[src/rtl/imem_stream_loader.sv]
// rtl/imem_stream_loader.sv - streams a program into instruction memory, then releases and starts the CPU.
// Define IMEM_CLEAR_EN to zero-fill the whole memory before each load session.
module imem_stream_loader #(
    parameter int DEPTH  = 256,
    parameter int ADDR_W = 8,
    parameter int DATA_W = 32
) (
    input  logic              clk_i,
    input  logic              rst_n_i,
    input  logic              load_req_i,
    input  logic              s_valid_i,
    output logic              s_ready_o,
    input  logic [DATA_W-1:0] s_data_i,
    input  logic              s_last_i,
    output logic              imem_we_o,
    output logic [ADDR_W-1:0] imem_addr_o,
    output logic [DATA_W-1:0] imem_data_o,
    output logic              cpu_rst_o,
    output logic              cpu_start_o,
    output logic              busy_o,
    output logic              done_o,
    output logic              overflow_o,
    output logic [ADDR_W:0]   word_count_o
);

    localparam int CNT_W = ADDR_W + 1;
    localparam logic [CNT_W-1:0]  DEPTH_C   = CNT_W'(DEPTH);
    localparam logic [ADDR_W-1:0] LAST_ADDR = ADDR_W'(DEPTH - 1);

    typedef enum logic [2:0] {
        S_IDLE,
        S_CLEAR,
        S_LOAD,
        S_RELEASE,
        S_RUN
    } state_t;

    state_t            state_q;
    logic              s_ready_q;
    logic              we_q;
    logic [ADDR_W-1:0] addr_q;
    logic [DATA_W-1:0] data_q;
    logic              cpu_rst_q;
    logic              cpu_start_q;
    logic              busy_q;
    logic              done_q;
    logic              ovf_q;
    logic [CNT_W-1:0]  cnt_q;
    logic [CNT_W-1:0]  cnt_d;
    logic              start_req;
    logic              beat_acc;

    assign start_req = load_req_i && (state_q == S_IDLE || state_q == S_RUN);
    assign beat_acc  = s_valid_i && s_ready_q && (state_q == S_LOAD);
    assign cnt_d     = cnt_q + 1'b1;

    always_ff @(posedge clk_i or negedge rst_n_i) begin
        if (!rst_n_i) begin
            state_q     <= S_IDLE;
            s_ready_q   <= 1'b0;
            we_q        <= 1'b0;
            addr_q      <= '0;
            data_q      <= '0;
            cpu_rst_q   <= 1'b1;
            cpu_start_q <= 1'b0;
            busy_q      <= 1'b0;
            done_q      <= 1'b0;
            ovf_q       <= 1'b0;
            cnt_q       <= '0;
        end else if (start_req) begin
            cnt_q       <= '0;
            ovf_q       <= 1'b0;
            cpu_rst_q   <= 1'b1;
            cpu_start_q <= 1'b0;
            done_q      <= 1'b0;
            busy_q      <= 1'b1;
            addr_q      <= '0;
            data_q      <= '0;
`ifdef IMEM_CLEAR_EN
            state_q     <= S_CLEAR;
            we_q        <= 1'b1;
            s_ready_q   <= 1'b0;
`else
            state_q     <= S_LOAD;
            we_q        <= 1'b0;
            s_ready_q   <= 1'b1;
`endif
        end else begin
            we_q <= 1'b0;
            case (state_q)
                S_CLEAR: begin
                    if (addr_q == LAST_ADDR) begin
                        state_q   <= S_LOAD;
                        s_ready_q <= 1'b1;
                    end else begin
                        addr_q <= addr_q + 1'b1;
                        we_q   <= 1'b1;
                    end
                end
                S_LOAD: begin
                    // ready drops after the last beat; this cycle carries its write
                    if (!s_ready_q) begin
                        state_q   <= S_RELEASE;
                        cpu_rst_q <= 1'b0;
                        busy_q    <= 1'b0;
                    end else if (beat_acc) begin
                        if (cnt_q < DEPTH_C) begin
                            we_q   <= 1'b1;
                            addr_q <= cnt_q[ADDR_W-1:0];
                            data_q <= s_data_i;
                            cnt_q  <= cnt_d;
                        end else begin
                            ovf_q <= 1'b1;
                        end
                        if (s_last_i) begin
                            s_ready_q <= 1'b0;
                        end
                    end
                end
                S_RELEASE: begin
                    state_q     <= S_RUN;
                    cpu_start_q <= 1'b1;
                    done_q      <= 1'b1;
                end
                default: begin
                end
            endcase
        end
    end

    assign s_ready_o    = s_ready_q;
    assign imem_we_o    = we_q;
    assign imem_addr_o  = addr_q;
    assign imem_data_o  = data_q;
    assign cpu_rst_o    = cpu_rst_q;
    assign cpu_start_o  = cpu_start_q;
    assign busy_o       = busy_q;
    assign done_o       = done_q;
    assign overflow_o   = ovf_q;
    assign word_count_o = cnt_q;

endmodule

[config.mk]
export PLATFORM = sky130hd
export DESIGN_NAME = imem_stream_loader
export DESIGN_NICKNAME = d
export VERILOG_FILES = /design/src/rtl/imem_stream_loader.sv
export SDC_FILE = /design/constraint.sdc
export NUM_CORES = 1
export LEC_CHECK = 0
export BUFFER_PORTS_ARGS = -buffer_cell sky130_fd_sc_hd__clkbuf_2
export CORE_MARGIN = 4
export CORE_UTILIZATION = 53
export CTS_CLUSTER_DIAMETER = 60
export CTS_CLUSTER_SIZE = 12
export DETAILED_ROUTE_END_ITERATION = 7
export PLACE_DENSITY_LB_ADDON = 0.3
export SYNTH_ARGS = -nofsm -noshare
export SYNTH_HDL_FRONTEND = slang
export SYNTH_SLANG_ARGS = --single-unit
[constraint.sdc]
create_clock -name clk_i -period 3 [get_ports clk_i]
set_input_delay 0.45 -clock clk_i [delete_from_list [all_inputs] [get_ports clk_i]]
set_output_delay 0.45 -clock clk_i [all_outputs]
set_load 0.1 [all_outputs]
==> results.sh, run 1 <==
export IMPL_crit_required_ns=3.25
export IMPL_ys_ff_latch=58
export IMPL_wl_per_cell_um=14.1
export IMPL_syn_num_nets=327
export IMPL_yosysWarningCount=0
export IMPL_drc=0
export IMPL_die_area_um2=6140
export IMPL_synth_cells=288
export IMPL_wl_um=6350
export IMPL_multiInputGateArea_um2=1070
export IMPL_fill_cells=391
export IMPL_antenna_found_initial=0
export IMPL_reg2regPathDepth=6
export IMPL_rsz0062_at_grt="no"
export IMPL_worst_slack_ns=0.911
export IMPL_syn_area_per_cell_um2=9.11
export IMPL_antenna_cells=0
export IMPL_area_sequential_um2=1450
export IMPL_seq_area_frac_synth_pct=55.4
export IMPL_die_x_um=78.3
export IMPL_critPathKind="reg2reg"
export IMPL_rrSetupSlack_ns=0.91
export IMPL_max_freq_ghz=0.479
export IMPL_fin_nets=416
export IMPL_fin_crit_sh_pct=69.6
export IMPL_drive_above_1_share_pct=30.6
export IMPL_r2r_start="imem_addr_o[0]"
export IMPL_maxSlewHeadroom_pct=53.2
export IMPL_grt_max_degree=40
export IMPL_post_cts_buffers=0
export IMPL_cts_root_buf="clkbuf_8"
export IMPL_yosysTopAreaCellShare_pct=54.4
export IMPL_initial_core_util_pct=55.2
export IMPL_worstMarginPinSlew_ns=0.701
export IMPL_cts_buffers=9
export IMPL_status="finished clean"
export IMPL_vias_per_cell=5.31
export IMPL_holdBufCountCts=0
export IMPL_yosys_area_top_type="dfrtp_1"
export IMPL_cts_tree="built"
export IMPL_crit_fanout=10
export IMPL_ctsLongestPathBuffers=2
export IMPL_synth_area_leaders="dfrtp_1 54%, nand2_1 11%, nand3_1 7.4%"
export IMPL_area_growth_pct=27.1
export IMPL_layout_cells_non_filler=449
export IMPL_dpl_hpwl_um=4460
export IMPL_synth_area_um2=2620
export IMPL_drt_first_pass_iters=4
export IMPL_critPathArrivalTime_ns=2.34
export IMPL_io_pins=93
export IMPL_cts_num_sinks=58
export IMPL_grt_usage_pct=22.3
export IMPL_ctsResizeCount=0
export IMPL_clk_pin_slew_worst_paths_ns=0.06
export IMPL_gp_congestion=0.814
export IMPL_vias=2384
export IMPL_hp_class="in2async"
export IMPL_die_height_um=78.3
export IMPL_tns_ns=0
export IMPL_drv_cap=0
export IMPL_slew_viol_final=0
export IMPL_pre_cts_ws_ns=0.955
export IMPL_grt_pass1_vias=2238
export IMPL_drt_initial_drc_count=202
export IMPL_rows=25
export IMPL_cp_start_kind="register"
export IMPL_setup_viol=0
export IMPL_insertion_delay_ns=0.34
export IMPL_h_tree_depth=3
export IMPL_core_um2=4750
export IMPL_place_inst=433
export IMPL_r2r_end="imem_addr_o[2]"
export IMPL_grt_remaining_overflow=0
export IMPL_finalCriticalPeriod_ns=2.09
export IMPL_ant_nets=0
export IMPL_clock_skew_ns=0.00909
export IMPL_hold_viol_final=0
export IMPL_grt_pass1_wl_um=10700
export IMPL_io_buffers=92
export IMPL_synth_distinct_cells=40
export IMPL_cp_end_kind="register"
export IMPL_hold_slack_ns=0.0717
-- cells by family (layout without fill, tap and decap cells) --
group                    count (synthesis)  after routing  synth area share [%]
adder cells (fa/ha/maj)                  2              2                 0.954
AO/OA/AOI/OAI                           46             46                  10.6
buffers and inverters                   20            114                  3.96
XOR/XNOR                                 7              7                  2.34
AND/OR/NAND/NOR                        155            155                  26.7
flip-flops                              58             58                  55.4
-- registers in the layout (all words and copies together) (netlist names) --
register and flops:
overflow_o 1, cpu_rst_o 1, word_count_o 9, s_ready_o 1
imem_addr_o 8, imem_we_o 1, state_q 3, done_o 1
imem_data_o 32, busy_o 1
-- final cells by class --
class	instances	area share, %
clock inverters	4	2.22
well taps	67	2.52
multi-input cells	210	32.2
clock buffers	12	4.66
inverters	3	0.338
repair buffers	95	14.5
flip-flops and latches	58	43.6
-- critical path, cell delays in order, from the launching register on --
cell and delay [ns]:
dfrtp_1 0.43, ha_1 0.24, nand4_1 0.25, o211a_1 0.33
o21ai_1 0.48, o21ai_0 0.18, o21ai_0 0.10
-- layout by cell type (no fill, tap or decap), types with 4 or more instances in the layout --
cell type	instances
and2_1	4
clkbuf_8	11
o21ai_0	17
nand2_1	77
a21oi_1	12
xor2_1	7
clkbuf_2	92
nand4_1	5
nand3_1	39
dfrtp_1	57
nor2_1	16
-- cell usage after synthesis, drive strengths merged --
library cell and count:
nand2 77, dfrtp 57, nand3 39, o21ai 20, nor2 16, a21oi 14
buf 11, xor2 7, clkbuf 6, nand4 5, and2 4, inv 3
nor3 3, o211ai 3, or3 3, and3 2, ha 2, nand2b 2
a21o 1, a222oi 1, a22oi 1, a31oi 1, a32oi 1, a41oi 1
and4 1, dfstp 1, nor3b 1, o211a 1, o221ai 1, o31ai 1
or2 1, or3b 1
-- worst max path at each step --
stage,startpoint,end,slack [ns],cells after the start
final,imem_addr_o[0],imem_addr_o[2],0.91,6
after global routing,imem_addr_o[0],imem_addr_o[4],0.75,6
after CTS,imem_addr_o[0],imem_addr_o[4],0.96,6
after detailed placement,imem_addr_o[0],imem_addr_o[2],0.96,6
after global placement,state_q[0],imem_addr_o[5],1.01,5
after floorplan,imem_addr_o[0],imem_addr_o[2],0.53,6
-- metrics by stage --
step           cell area [µm²]  utilization, %
2_1_floorplan             2620               -
3_3_place_gp              3100            65.3
3_5_place_dp              3100            65.3
4_1_cts                   3330            70.1
5_1_grt                   3330            70.1
6_report                  3330            70.1
-- metal layers --
metal  GRT usage (%)  share of wire (%)  vias up
met5               0                  0        -
met3            5.85                7.7       10
met2            34.2                 47       90
li1                -                  -     1163
met4            10.8                1.5        0
met1            29.6                 43     1121
Power of run 1 is not shown: default switching activity piles up to over one toggle a cycle in this logic, so the estimate is an artifact.
==> run 2, diff against run 1 <==
--- a/config.mk
+++ b/config.mk
@@ -7,7 +7,7 @@
 export LEC_CHECK = 0
 export BUFFER_PORTS_ARGS = -buffer_cell sky130_fd_sc_hd__clkbuf_2
 export CORE_MARGIN = 4
-export CORE_UTILIZATION = 53
+export CORE_UTILIZATION = 45
 export CTS_CLUSTER_DIAMETER = 60
 export CTS_CLUSTER_SIZE = 12
 export DETAILED_ROUTE_END_ITERATION = 7
==> constraint.sdc (replaced) <==
create_clock -name clk_i -period 1.9 [get_ports clk_i]
set_input_delay 0.285 -clock clk_i [delete_from_list [all_inputs] [get_ports clk_i]]
set_output_delay 0.285 -clock clk_i [all_outputs]
set_load 0.1 [all_outputs]
==> run 2 against run 1 <==
Against the previous run:
- flip-flop and latch count unchanged
- count of clock-buffer cells in the layout decreased by 1
- via count increased by 2.2%
- first-iteration DRC count decreased by 5.4%
- critical path type unchanged
==> results.sh, run 2 (synthesized netlist as in run 1, its figures left out) <==
export IMPL_status="finished clean"
export IMPL_grt_remaining_overflow=0
export IMPL_antenna_found_initial=0
export IMPL_routed_wl_met3_um=447
export IMPL_drt_first_pass_iters=4
export IMPL_cp_end_kind="register"
export IMPL_drv_cap=0
export IMPL_grt_pass1_wl_um=11600
export IMPL_clk_pin_slew_worst_paths_ns=0.07
export IMPL_initial_core_util_pct=47.0
export IMPL_drt_initial_drc_count=191
export IMPL_vias_per_cell=5.24
export IMPL_gp_congestion=0.842
export IMPL_holdBufCountCts=1
export IMPL_vias=2437
export IMPL_max_freq_ghz=0.571
export IMPL_utilization_pct=61.4
export IMPL_ctsLongestPathBuffers=2
export IMPL_drive_above_1_share_pct=35.6
export IMPL_die_area_um2=7110
export IMPL_insertion_delay_ns=0.33
export IMPL_ant_nets=0
export IMPL_cts_num_sinks=58
export IMPL_maxSlewHeadroom_pct=58.9
export IMPL_rsz0062_at_grt="no"
export IMPL_slew_viol_final=0
export IMPL_ctsResizeCount=0
export IMPL_cp_start_kind="register"
export IMPL_h_tree_depth=3
export IMPL_io_pins=93
export IMPL_finalCriticalPeriod_ns=1.75
export IMPL_worst_slack_ns=0.149
export IMPL_die_height_um=84.3
export IMPL_worstMarginPinSlew_ns=0.615
export IMPL_wl_um=6660
export IMPL_holdPathStages=3
export IMPL_hp_class="in2reg"
export IMPL_die_x_um=84.3
export IMPL_fin_nets=427
export IMPL_pre_cts_ws_ns=0.163
export IMPL_top_layer="met4"
export IMPL_final_common_cell="clkbuf_2"
export IMPL_critPathKind="reg2reg"
export IMPL_tns_ns=0
export IMPL_crit_fanout=25
export IMPL_critPathArrivalTime_ns=1.97
export IMPL_drc=0
export IMPL_met1_length_um=2950
export IMPL_largest_reg_flops=32
export IMPL_dpl_hpwl_um=4650
export IMPL_rows=27
export IMPL_cts_root_buf="clkbuf_8"
export IMPL_hold_viol_final=0
export IMPL_grt_pass1_vias=2445
export IMPL_core_um2=5570
export IMPL_setup_viol=0
export IMPL_post_cts_buffers=0
export IMPL_crit_required_ns=2.12
export IMPL_antenna_cells=0
export IMPL_clock_skew_ns=0.0111
export IMPL_fin_crit_sh_pct=92.2
export IMPL_met2_length_um=3190
export IMPL_reg2regPathDepth=5
export IMPL_area_growth_pct=30.5
export IMPL_grt_usage_pct=20.0
export IMPL_wl_per_cell_um=14.3
export IMPL_grt_max_degree=59
export IMPL_io_buffers=92
export IMPL_cts_tree="built"
export IMPL_final_cell_mix="92 x clkbuf_2, 77 x nand2_1, 46 x dfrtp_1"
export IMPL_cts_buffers=9
run 2: cell count changes in the layout (fill, tap and decap cells not counted), moves of 2 or more:
cell,change
dfrtp_4,+2
clkinvlp_4,+2
buf_4,+8
buf_12,+2
dfrtp_2,+9
clkinv_2,+2
dfrtp_1,-11
bufinv_16,-2
run 2: metrics by stage:
stage | std cells | instance area, µm² | hold WS [ns]
after detailed placement | 448 | 3240 | 0.317
after floorplan | 288 | 2660 | -0.0106
final | 465 | 3420 | 0.140
after global placement | 448 | 3240 | 0.315
after global routing | 465 | 3420 | 0.122
after CTS | 465 | 3420 | 0.127
run 2: critical path: stages, from the launching register on:
cell and delay, ns:
dfrtp_1 0.37, or3b_1 0.46, or3_4 0.46, buf_12 0.20, nand3_1 0.09, nand2_1 0.07
run 2: area by class of cell:
type / count / area, µm²
Tap cell: 72 / 90.1
Clock buffer: 11 / 141
Sequential cell: 58 / 1470
Inverter: 3 / 11.3
Fill cell: 493 / 2150
Multi-Input combinational cell: 210 / 1090
Clock inverter: 5 / 30.0
Timing Repair Buffer: 106 / 593
run 2: metal layers:
layer  vias to the layer above  track usage (%)
li1                       1179                -
met1                      1177             26.3
met2                        73             31.2
met3                         8             6.08
met4                         0             7.63
met5                         -                0
run 2: final timing paths:
check                             start  slack (ns)         endpoint
max                          state_q[0]        0.15   imem_data_o[9]
min                        s_data_i[25]        0.14  imem_data_o[25]
max reg2reg                  state_q[0]        0.15   imem_data_o[9]
min reg2reg                   cpu_rst_o        0.49        cpu_rst_o
max in group asynchronous       rst_n_i        1.12        cpu_rst_o
min in group asynchronous       rst_n_i        0.48  word_count_o[2]
Power of run 2 is left out for the same reason.
